`src/rtl/sram_8t_array.sv`:
```
// ---------------------------------------------------------------------------
// sram_8t_array
//
// Word-organised scratch array with one write port and one read port (1W1R),
// modelled on 8T storage: the write wordline/bitlines are independent of
// the read wordline, so a write and a read can happen in the same cycle.
//
// After reset an automatic clear sequence writes zero to every word, one
// word per clock. The ports are ignored until it finishes. Reads are
// registered with a valid flag. Accesses to addresses >= DEPTH are dropped
// (write) or return zero (read), and raise a one-cycle addr_err pulse.
//
// Ports
//   clk        rising-edge clock
//   rst_n      asynchronous active-low reset
//   we         write enable (write wordline)
//   waddr      write address
//   wdata      write data (write bitlines)
//   wmask      per-bit write mask, 1 = bit is written
//   re         read enable (read wordline)
//   raddr      read address
//   rdata      registered read data, forced to zero when not valid
//   rvalid     rdata holds a read result this cycle
//   init_busy  clear sequence in progress, ports are ignored
//   addr_err   one-cycle pulse after an out-of-range access on either port
// ---------------------------------------------------------------------------
module sram_8t_array #(
    parameter int DATA_W = 8,
    parameter int DEPTH  = 16,
    parameter int ADDR_W = 4,
    parameter int BYPASS = 1
) (
    input  logic              clk,
    input  logic              rst_n,
    input  logic              we,
    input  logic [ADDR_W-1:0] waddr,
    input  logic [DATA_W-1:0] wdata,
    input  logic [DATA_W-1:0] wmask,
    input  logic              re,
    input  logic [ADDR_W-1:0] raddr,
    output logic [DATA_W-1:0] rdata,
    output logic              rvalid,
    output logic              init_busy,
    output logic              addr_err
);

    localparam int PTR_W = (DEPTH > 1) ? $clog2(DEPTH) : 1;
    // One extra bit so DEPTH == 2**ADDR_W still compares correctly.
    localparam logic [ADDR_W:0]  DEPTH_EXT = (ADDR_W + 1)'(DEPTH);
    localparam logic [PTR_W-1:0] PTR_LAST  = PTR_W'(DEPTH - 1);

    typedef enum logic {
        ST_INIT = 1'b0,
        ST_RUN  = 1'b1
    } state_t;

    state_t              state_q, state_d;
    logic [PTR_W-1:0]    ptr_q, ptr_d;
    logic [DATA_W-1:0]   rdata_q, rdata_d;
    logic                rvalid_q, rvalid_d;
    logic                addr_err_q, addr_err_d;

    logic [DATA_W-1:0]   mem [DEPTH];

    logic                waddr_ok, raddr_ok;
    logic [ADDR_W-1:0]   widx, ridx;
    logic [DATA_W-1:0]   wr_old, rd_old, merged;
    logic                run, wr_fire, rd_fire, collide;

    logic                mem_we;
    logic [ADDR_W-1:0]   mem_waddr;
    logic [DATA_W-1:0]   mem_wdata;

    assign waddr_ok = ({1'b0, waddr} < DEPTH_EXT);
    assign raddr_ok = ({1'b0, raddr} < DEPTH_EXT);

    // Out-of-range addresses are steered to word 0 so the array is never
    // indexed past its end; the result is discarded in that case anyway.
    assign widx   = waddr_ok ? waddr : '0;
    assign ridx   = raddr_ok ? raddr : '0;
    assign wr_old = mem[widx];
    assign rd_old = mem[ridx];

    // Per-bit merge of the new data into the stored word under wmask.
    for (genvar gi = 0; gi < DATA_W; gi++) begin : g_merge
        assign merged[gi] = wmask[gi] ? wdata[gi] : wr_old[gi];
    end

    assign run     = (state_q == ST_RUN);
    assign wr_fire = run && we && waddr_ok;
    assign rd_fire = run && re && raddr_ok;
    // A zero mask still counts as a write for collision purposes.
    assign collide = wr_fire && rd_fire && (waddr == raddr);

    always_comb begin
        state_d    = state_q;
        ptr_d      = ptr_q;
        rdata_d    = '0;
        rvalid_d   = 1'b0;
        addr_err_d = 1'b0;
        mem_we     = 1'b0;
        mem_waddr  = '0;
        mem_wdata  = '0;

        case (state_q)
            ST_INIT: begin
                mem_we    = 1'b1;
                mem_waddr = ADDR_W'(ptr_q);
                mem_wdata = '0;
                // Pointer saturates on the last word; leaving INIT on the
                // same edge makes the sequence exactly DEPTH cycles long.
                if (ptr_q == PTR_LAST) begin
                    state_d = ST_RUN;
                end else begin
                    ptr_d = ptr_q + 1'b1;
                end
            end
            ST_RUN: begin
                mem_we     = wr_fire;
                mem_waddr  = waddr;
                mem_wdata  = merged;
                rvalid_d   = re;
                if (rd_fire) begin
                    rdata_d = ((BYPASS != 0) && collide) ? merged : rd_old;
                end
                // Both ports out of range in one cycle still give one pulse.
                addr_err_d = (we && !waddr_ok) || (re && !raddr_ok);
            end
            default: begin
                state_d = ST_INIT;
                ptr_d   = '0;
            end
        endcase
    end

    always_ff @(posedge clk or negedge rst_n) begin
        if (!rst_n) begin
            state_q    <= ST_INIT;
            ptr_q      <= '0;
            rdata_q    <= '0;
            rvalid_q   <= 1'b0;
            addr_err_q <= 1'b0;
        end else begin
            state_q    <= state_d;
            ptr_q      <= ptr_d;
            rdata_q    <= rdata_d;
            rvalid_q   <= rvalid_d;
            addr_err_q <= addr_err_d;
        end
    end

    // Storage has no reset; it is cleared by the INIT sequence instead.
    // Writes are held off while reset is asserted so contents survive it.
    always_ff @(posedge clk) begin
        if (mem_we && rst_n) begin
            mem[mem_waddr] <= mem_wdata;
        end
    end

    assign rdata     = rdata_q;
    assign rvalid    = rvalid_q;
    assign addr_err  = addr_err_q;
    assign init_busy = (state_q == ST_INIT);

endmodule

```
`config.mk`:
```
export PLATFORM = sky130hd
export DESIGN_NAME = sram_8t_array
export DESIGN_NICKNAME = d
export VERILOG_FILES = /design/src/rtl/sram_8t_array.sv
export SDC_FILE = /design/constraint.sdc
export NUM_CORES = 1
export LEC_CHECK = 0
export ABC_CLOCK_PERIOD_IN_PS = 2200
export BUFFER_PORTS_ARGS = -buffer_cell sky130_fd_sc_hd__buf_2
export CAP_MARGIN = 20
export CORE_AREA = 5 5 221 116
export DETAILED_ROUTE_END_ITERATION = 8
export DIE_AREA = 0 0 226 121
export REMOVE_ABC_BUFFERS = 1
export SKIP_CTS_REPAIR_TIMING = 1
export SLEW_MARGIN = 5
export SYNTH_ARGS = -nofsm -noshare
export SYNTH_HDL_FRONTEND = slang
export SYNTH_SLANG_ARGS = --single-unit
```
`constraint.sdc`:
```
create_clock -name clk -period 2.2 [get_ports clk]
set_input_delay 0.22 -clock clk [delete_from_list [all_inputs] [get_ports clk]]
set_output_delay 0.22 -clock clk [all_outputs]
set_load 0.02 [all_outputs]
```
==> summary.txt, run 1 <==
Detailed routing
  • Routed wire length: 21.6 mm
  • Vias: 4,707
  • Vias per cell: 5.49
  • Final antenna-violating net count: 0
  • Drt pass-1 iters: 5
  • WL/cell: 25.3 microns
  • DRC viols: 0
  • 1st-iter DRT viols: 592

Critical path
  • Critical path peak fanout: 9
  • RR Startpoint: run
  • R2r worst-path depth: 5
  • Startpoint Class: flip-flop
  • WP data arrival: 2330 ps
  • CP Launch Point: run
  • Crit path capture type: flip-flop
  • Critical path class: reg2reg
  • WP data required: 2520 ps

Yosys
  • Library cells used by synthesis: 39
  • Predominant post-synthesis flop cell: edfxtp_1
  • Syn Inst Count: 441
  • Syn Std Cell Area: 0.00690 sq mm
  • Post-synth top area share: 55.7%
  • Synth area leader: edfxtp_1
  • Top cells by area, synth: edfxtp_1 56%, mux4_2 10%, mux2i_1 9.4%, dfrtp_1 5.1%, a22oi_1 3.2%
  • Seq cells post-synth: 142
  • EDFF count, synth: 128
  • Syn avg cell area: 15.6 sq um
  • Register area share after synthesis: 60.8%
  • Synthesis Warnings: 0
  • Async set-reset flop share out of synthesis: 9.86%

Floorplanning
  • Die Span Y: 121 microns
  • Core area: 0.0235 sq mm
  • Die width: 226 microns
  • Initial Utilization: 29.4%
  • # rows: 40
  • Die area: 0.0273 sq mm
  • Io pins: 39

Clock network
  • Bufs on Longest Clock Path: 2
  • CTS Sinks: 142
  • H-tree depth: 4
  • Root buffer cell: clkbuf_16
  • Worst-Skew Late Latency: 430 ps
  • Clk slew on worst S/H paths: 60 ps
  • TritonCTS Buffers: 17
  • CTS tree: built

Power and ir drop
  • Sw frac: 25.3%
  • Comb pwr share: 10.0%
  • Sequential share of power: 47.9%
  • Pint: 0.00472 W
  • Overall power: 0.00631 W
  • Clock network power share: 42.1%
  • Leakage: 3.00 nW
  • Net load switching power: 0.00160 W
  • Maximum VDD drop: 550 uV
  • Power Dens Cells: 753 mW/mm^2

Placement
  • DP Worst Slack: -29.5 ps
  • Post-DP Area: 0.00783 sq mm
  • GPL Wtd Cong: 0.909
  • Post-DP HPWL: 15.5 mm
  • PortBufs: 37

Cells and area
  • Register area: 0.00419 sq mm
  • Commonest non-fill, non-tap cell in the layout: edfxtp_1
  • Multi-input logic area: 0.00245 sq mm
  • Fin area: 0.00838 sq mm
  • Most frequent cells in the layout: 128 x edfxtp_1, 65 x mux2i_1, 55 x buf_4
  • N_diodes: 0
  • Area growth from synthesis to layout: 21.5%
  • Final #Nets: 558
  • Layout fillers: 2,222
  • Share of cells above drive strength 1: 31.0%

STA
  • Setup violations, final: 0
  • Crit share post-route: 91.6%
  • Minimum clock period: 2020 ps
  • Final Hold Fails: 0
  • Slew headroom: 23.8%
  • Setup Total Neg Slack: 0 ps
  • RSZ-0062 raised after global routing: false
  • Slew @ Worst Pin: 1140 ps
  • Fin. max-slew vios: 0
  • F_max: 0.496 GHz
  • Clk_skew: 7.48 ps
  • Worst hold margin: 126 ps
  • Final setup margin: 185 ps

Global route
  • Initial antenna violation count: 1
  • First-pass GRT wire length: 31.1 mm
  • Vias in the first global route: 4,591
  • Grt met2 use: 19.0%
  • Grt total ovfl: 0
  • Met1 Use GR: 25.8%
  • Largest net degree at the start of global routing: 17
  • Global router's overall resource usage: 16.1%
  • Met3 GRT Util: 6.94%
  • Global route hottest layer: met1

Hold path
  • Hold Path Class: in2reg
  • Hold_sp: re
  • Hold Path Stages: 2

Outcome
  • Outcome: finished, final reports clean

Flow run
  • # Max-Cap Violations: 0
[cells by family (layout without fill, tap and decap cells)]
| group | after synthesis | count (layout) | share of synthesized area (%) |
|---|---|---|---|
| AND/OR/NAND/NOR | 71 | 71 | 5.35 |
| multiplexers | 98 | 98 | 20.0 |
| AO/OA/AOI/OAI | 83 | 83 | 9.14 |
| XOR/XNOR | 6 | 6 | 0.762 |
| flip-flops | 142 | 142 | 60.8 |
| adder cells (fa/ha/maj) | 1 | 1 | 0.181 |
| buffers and inverters | 39 | 140 | 3.68 |
| other | 1 | 1 | 0.0544 |
[power by group through the flow]
stage	registers [W]	clock network (W)	logic, W
floorplan	0.00310	0	0.000271
detailed placement	0.00308	0	0.000622
global placement	0.00308	0	0.000609
finish	0.00302	0.00266	0.000632
global route	0.00302	0.00283	0.000671
CTS	0.00302	0.00271	0.000623
[critical path, stage by stage (launching register included)]
cell	delay (ps)
dfrtp_1	480
and2_1	250
nand4_1	110
buf_4	260
nand2_1	420
o21ai_0	380
[through the flow]
stage / util [%] / std cells
after floorplan: - / 409
after global placement: 33.3 / 823
after global routing: 35.7 / 857
final: 35.7 / 857
after detailed placement: 33.4 / 824
after CTS: 35.7 / 856
[cell usage after synthesis, types with 2 or more instances]
library cell  number
buf_2              9
mux4_2            32
a22oi_2            3
mux2i_1           65
or4_1              6
nand3_1            3
a211oi_1          14
a22o_1            16
buf_4              4
buf_12             2
a211o_1            2
and2_1             3
clkbuf_1          10
o21ai_0            8
inv_1              7
nor3_1             3
nor2b_1           13
a31oi_1            5
buf_6              5
dfrtp_1           14
a22oi_1           29
a21oi_1            3
edfxtp_1         128
nand2_1            3
xnor2_1            2
nor2_1            28
nor4_1             6
xor2_1             4
o2bb2ai_1          2
and3_1             2
nand4_1            2
[path summary, 6_finish.rpt]
kind / slack, ps / endpoint
worst max-delay path: 180 / rdata[6]
worst min-delay path: 130 / rvalid
worst max register to register: 180 / rdata[6]
worst min register to register: 570 / ptr_q[3]
max in group asynchronous: 1610 / rdata[6]
min in group asynchronous: 350 / rdata[3]
[routing by layer]
| layer | share of wire [%] | vias to the layer above | wire length (microns) |
|---|---|---|---|
| li1 | - | 1970 | - |
| met3 | 13 | 27 | 2820 |
| met4 | 1.3 | 2 | 288 |
| met5 | 0.055 | - | 12 |
| met1 | 50 | 2427 | 10700 |
| met2 | 36 | 281 | 7800 |
[final cells by class]
type                    count  area share (%)
flip-flops and latches    142            50.0
well taps                 315            4.70
repair buffers            101            9.24
clock inverters            15            1.37
multi-input cells         260            29.2
clock buffers              17            5.08
inverters                   7           0.314
[flip-flops by register name, indices dropped and copies added, names as in the netlist]
signal and cells:
mem 128, rdata 8, run 1, ptr_q 4, rvalid 1
Note: power is estimated with default switching activity, not from simulation.
==> inputs of run 2 (changes only) <==
--- a/config.mk
+++ b/config.mk
@@ -8,12 +8,11 @@
 export ABC_CLOCK_PERIOD_IN_PS = 2200
 export BUFFER_PORTS_ARGS = -buffer_cell sky130_fd_sc_hd__buf_2
 export CAP_MARGIN = 20
-export CORE_AREA = 5 5 221 116
+export CORE_AREA = 5 5 135 188
 export DETAILED_ROUTE_END_ITERATION = 8
-export DIE_AREA = 0 0 226 121
+export DIE_AREA = 0 0 140 193
 export REMOVE_ABC_BUFFERS = 1
 export SKIP_CTS_REPAIR_TIMING = 1
-export SLEW_MARGIN = 5
 export SYNTH_ARGS = -nofsm -noshare
 export SYNTH_HDL_FRONTEND = slang
 export SYNTH_SLANG_ARGS = --single-unit
==> run 2 against run 1 <==
Net effect:
- non-clock buffer count rose by 7
- cell count rose by 0.23%
- clock power rose by 17%
- highest routed layer is now met4
- clock-buffer cell count rose by 4
- die area fell by 1.2%
==> summary.txt, run 2 (synthesized netlist as in run 1, its figures left out) <==
Cells and area
  • Area growth from synthesis to layout: 23.9%
  • Number of flip-flops in the largest register: 128
  • Top reg by flops: mem
  • Most frequent cells in the layout: 128 x edfxtp_1, 65 x mux2i_1, 63 x buf_4
  • Commonest non-fill, non-tap cell in the layout: edfxtp_1
  • Share of cells above drive strength 1: 32.4%
  • Final Non-Filler Cells: 859
  • Final #Nets: 565
  • N_diodes: 0

Global route
  • Grt total ovfl: 0
  • Global route hottest layer: met2
  • Met3 GRT Util: 3.45%
  • Vias in the first global route: 4,776
  • Grt met2 use: 25.5%
  • Global router's overall resource usage: 14.9%
  • Largest net degree at the start of global routing: 24
  • Initial antenna violation count: 0
  • Met1 Use GR: 18.2%
  • First-pass GRT wire length: 29.4 mm

Detailed routing
  • Final antenna-violating net count: 0
  • 1st-iter DRT viols: 531
  • Vias per cell: 5.39
  • DRC viols: 0
  • Drt pass-1 iters: 5
  • WL/cell: 23.4 microns
  • Vias: 4,626
  • Routed wire length: 20.1 mm

Power and ir drop
  • Overall power: 0.00675 W
  • Leakage: 3.10 nW
  • Power Dens Cells: 790 mW/mm^2
  • Maximum VDD drop: 528 uV

STA
  • Setup Total Neg Slack: 0 ps
  • Fin. max-slew vios: 0
  • Crit share post-route: 92.4%
  • Clk_skew: 8.02 ps
  • Slew @ Worst Pin: 828 ps
  • RSZ-0062 raised after global routing: false
  • Setup violations, final: 0
  • F_max: 0.492 GHz
  • Minimum clock period: 2030 ps
  • Slew headroom: 44.3%
  • Worst hold margin: 102 ps
  • Final Hold Fails: 0

Placement
  • GPL Wtd Cong: 0.846
  • Dpl cells: 822
  • PortBufs: 37
  • Post-DP HPWL: 14.6 mm

Floorplanning
  • # rows: 67
  • Die area: 0.0270 sq mm
  • Io pins: 39
  • Core area: 0.0236 sq mm
  • Initial Utilization: 29.2%
  • Die width: 140 microns
  • Die Span Y: 193 microns

Critical path
  • Startpoint Class: flip-flop
  • Slowest Stage Delay on Critical Path: 400 ps
  • Critical path peak fanout: 15
  • Crit path capture type: flip-flop
  • Top delay family on crit path: simple AND/OR/NAND/NOR gates
  • CP cell instances: buf_4 -> o21ai_0 -> nand2_1 -> nor2_1 -> buf_4
  • RR Startpoint: run
  • CP max-delay cell: o21ai_0
  • CP Launch Point: run
  • CP bufs+invs: 2
  • Critical path class: reg2reg
  • R2r setup slk: 170 ps
  • Most repeated library cell on the critical path: buf_4
  • WP data required: 2320 ps
  • WP data arrival: 2160 ps

Flow run
  • # Max-Cap Violations: 0

Clock network
  • TritonCTS Buffers: 17
  • CTS tree: built
  • CTS Sinks: 142
  • Root buffer cell: clkbuf_16
  • Worst-Skew Late Latency: 420 ps
  • H-tree depth: 4
  • Bufs on Longest Clock Path: 2
  • Clk slew on worst S/H paths: 60 ps

Outcome
  • Outcome: finished, final reports clean

Hold path
  • Hold_sp: re
  • Hold Path Class: in2reg
[run 2: changes by cell type in the layout (fill, tap and decap cells not counted), moves of 2 or more]
cell and change:
nor4_2 +6, clkinv_4 -2, clkbuf_1 +3, buf_4 +8, clkinvlp_4 -2, nor4_1 -6
bufinv_16 +5, inv_6 -5
[run 2: cell type report]
cell class              count  area, sq um
clock inverters            11          189
inverters                   7         26.3
well taps                 310          388
repair buffers            108          811
clock buffers              21          450
multi-input cells         260         2490
flip-flops and latches    142         4190
fillers                  2284        15100
[run 2: path summary, 6_finish.rpt]
check                             end  depth (start not counted)
max                        mem[10][6]                          5
min in group asynchronous    rdata[3]                          2
max in group asynchronous    rdata[2]                          3
min                            rvalid                          2
max reg2reg                mem[10][6]                          5
min reg2reg                  ptr_q[3]                          1
[run 2: through the flow]
step                instance area (sq um)  worst slack (ps)  utilization, %
finish                               8550               168            36.2
floorplan                            6670             -36.5               -
CTS                                  8510             -80.8            36.0
detailed placement                   7870              -472            33.3
global placement                     7860              -304            33.2
global route                         8550              94.4            36.2
[run 2: report_power, final]
part | internal (W) | switching, W
combinational | 0.000259 | 0.000365
clock | 0.00204 | 0.00106
sequential | 0.00301 | 0.0000120
total | 0.00531 | 0.00144
[run 2: layer usage]
layer  part of all wire, %  routed length [microns]  vias to the layer above
met5                     0                        0                        -
met4                   3.3                      673                        0
met3                   6.1                     1230                       39
met2                    50                    10100                      235
met1                    40                     8090                     2364
li1                      -                        -                     1988
==> inputs of run 3 (changes only) <==
--- a/config.mk
+++ b/config.mk
@@ -11,6 +11,7 @@
 export CORE_AREA = 5 5 135 188
 export DETAILED_ROUTE_END_ITERATION = 8
 export DIE_AREA = 0 0 140 193
+export RECOVER_POWER = 50
 export REMOVE_ABC_BUFFERS = 1
 export SKIP_CTS_REPAIR_TIMING = 1
 export SYNTH_ARGS = -nofsm -noshare
==> run 3 against run 2 <==
Net effect:
- clock skew grew 0.70 ps
- largest cell class unchanged
- clock-buffer cell count unchanged
- die area unchanged
- largest power group unchanged
- core utilization decreased by 0.42 points
==> summary.txt, run 3 (synthesized netlist as in run 1, its figures left out) <==
Outcome
  • Outcome: finished, final reports clean

Cells and area
  • Post-layout util: 35.7%
  • Most frequent cells in the layout: 128 x edfxtp_1, 65 x mux2i_1, 40 x buf_4
  • Area growth from synthesis to layout: 22.4%
  • Final #Nets: 565
  • Share of cells above drive strength 1: 27.7%
  • Commonest non-fill, non-tap cell in the layout: edfxtp_1
  • N_diodes: 0
  • Number of flip-flops in the largest register: 128
  • Top reg by flops: mem
  • Fin area: 0.00845 sq mm

Floorplanning
  • Die width: 140 microns
  • Core area: 0.0236 sq mm
  • Die area: 0.0270 sq mm
  • Die Span Y: 193 microns
  • Io pins: 39
  • # rows: 67
  • Initial Utilization: 29.2%

STA
  • RSZ-0062 raised after global routing: false
  • Fin. max-slew vios: 0
  • Clk_skew: 8.71 ps
  • Final setup margin: 150 ps
  • F_max: 0.488 GHz
  • Final Hold Fails: 0
  • Minimum clock period: 2050 ps
  • Slew @ Worst Pin: 852 ps
  • Setup violations, final: 0
  • Slew headroom: 43.0%
  • Worst hold margin: 143 ps
  • Crit share post-route: 93.2%

Detailed routing
  • Final antenna-violating net count: 0
  • DRC viols: 0
  • WL/cell: 23.3 microns
  • Drt pass-1 iters: 5
  • Routed wire length: 20.0 mm
  • Vias per cell: 5.36
  • Vias: 4,604
  • 1st-iter DRT viols: 531

Clock network
  • H-tree depth: 4
  • CTS tree: built
  • Worst-Skew Late Latency: 420 ps
  • CTS Sinks: 142
  • Bufs on Longest Clock Path: 2
  • Root buffer cell: clkbuf_16
  • TritonCTS Buffers: 17
  • Clk slew on worst S/H paths: 60 ps

Global route
  • Grt total ovfl: 0
  • Global router's overall resource usage: 14.9%
  • Vias in the first global route: 4,776
  • Largest net degree at the start of global routing: 24
  • First-pass GRT wire length: 29.4 mm
  • Initial antenna violation count: 0

Critical path
  • Top delay family on crit path: simple AND/OR/NAND/NOR gates
  • CP cell instances: buf_4 -> o21ai_0 -> nand2_1 -> nor2_1 -> clkbuf_2
  • Slowest Stage Delay on Critical Path: 380 ps
  • CP max-delay cell: dfrtp_1
  • CP bufs+invs: 2
  • WP data arrival: 2160 ps
  • Critical path peak fanout: 15
  • WP data required: 2310 ps
  • Startpoint Class: flip-flop
  • Crit path capture type: flip-flop
  • Critical path class: reg2reg

Placement
  • Post-DP Area: 0.00787 sq mm
  • PortBufs: 37
  • GPL Wtd Cong: 0.846
  • Post-DP HPWL: 14.6 mm
  • DP Worst Slack: -472 ps

Flow run
  • # Max-Cap Violations: 0

Power and ir drop
  • Power Dens Cells: 797 mW/mm^2
  • Maximum VDD drop: 528 uV
  • Leakage: 3.00 nW

Hold path
  • Hold Path Class: in2reg
-- run 3: cell count changes in the layout (fill, tap and decap cells not counted), sizes merged --
cell	change
buf	-34
clkbuf	+34
-- run 3: layer usage --
metal / global-route usage (%) / part of all wire (%)
met1: 18.2 / 39
met4: 6.19 / 3.7
met5: 0 / 0
met3: 3.45 / 7.0
met2: 25.5 / 50
-- run 3: final timing paths --
path	to	from	slack, ps	depth (start not counted)
worst max-delay path	mem[10][6]	run	150	5
worst min register to register	ptr_q[3]	ptr_q[3]	540	1
min in group asynchronous	rdata[3]	rst_n	280	2
worst min-delay path	rvalid	re	140	2
worst max register to register	mem[10][6]	run	150	5
max in group asynchronous	rdata[2]	rst_n	1080	3
-- run 3: layout make-up --
type | instances | area [sq um]
inverter | 7 | 26.3
clock buffer | 21 | 450
tap | 310 | 388
sequential | 142 | 4190
fill | 2299 | 15200
clock inverter | 11 | 189
multi-input combinational | 260 | 2470
timing repair buffer | 108 | 729
-- run 3: power breakdown --
| group | switching, W | internal (W) | leakage, nW |
|---|---|---|---|
| Combinational | 0.000362 | 0.000248 | 1.39 |
| Clock | 0.00106 | 0.00204 | 0.307 |
| Sequential | 0.0000124 | 0.00301 | 1.30 |
-- run 3: through the flow --
step	power, W	cells	setup TNS (ps)
2_1_floorplan	0.00337	409	-3490
3_3_place_gp	0.00367	821	-22110
3_5_place_dp	0.00369	822	-30500
4_1_cts	0.00678	854	-2750
5_1_grt	0.00694	859	0
6_report	0.00673	859	0
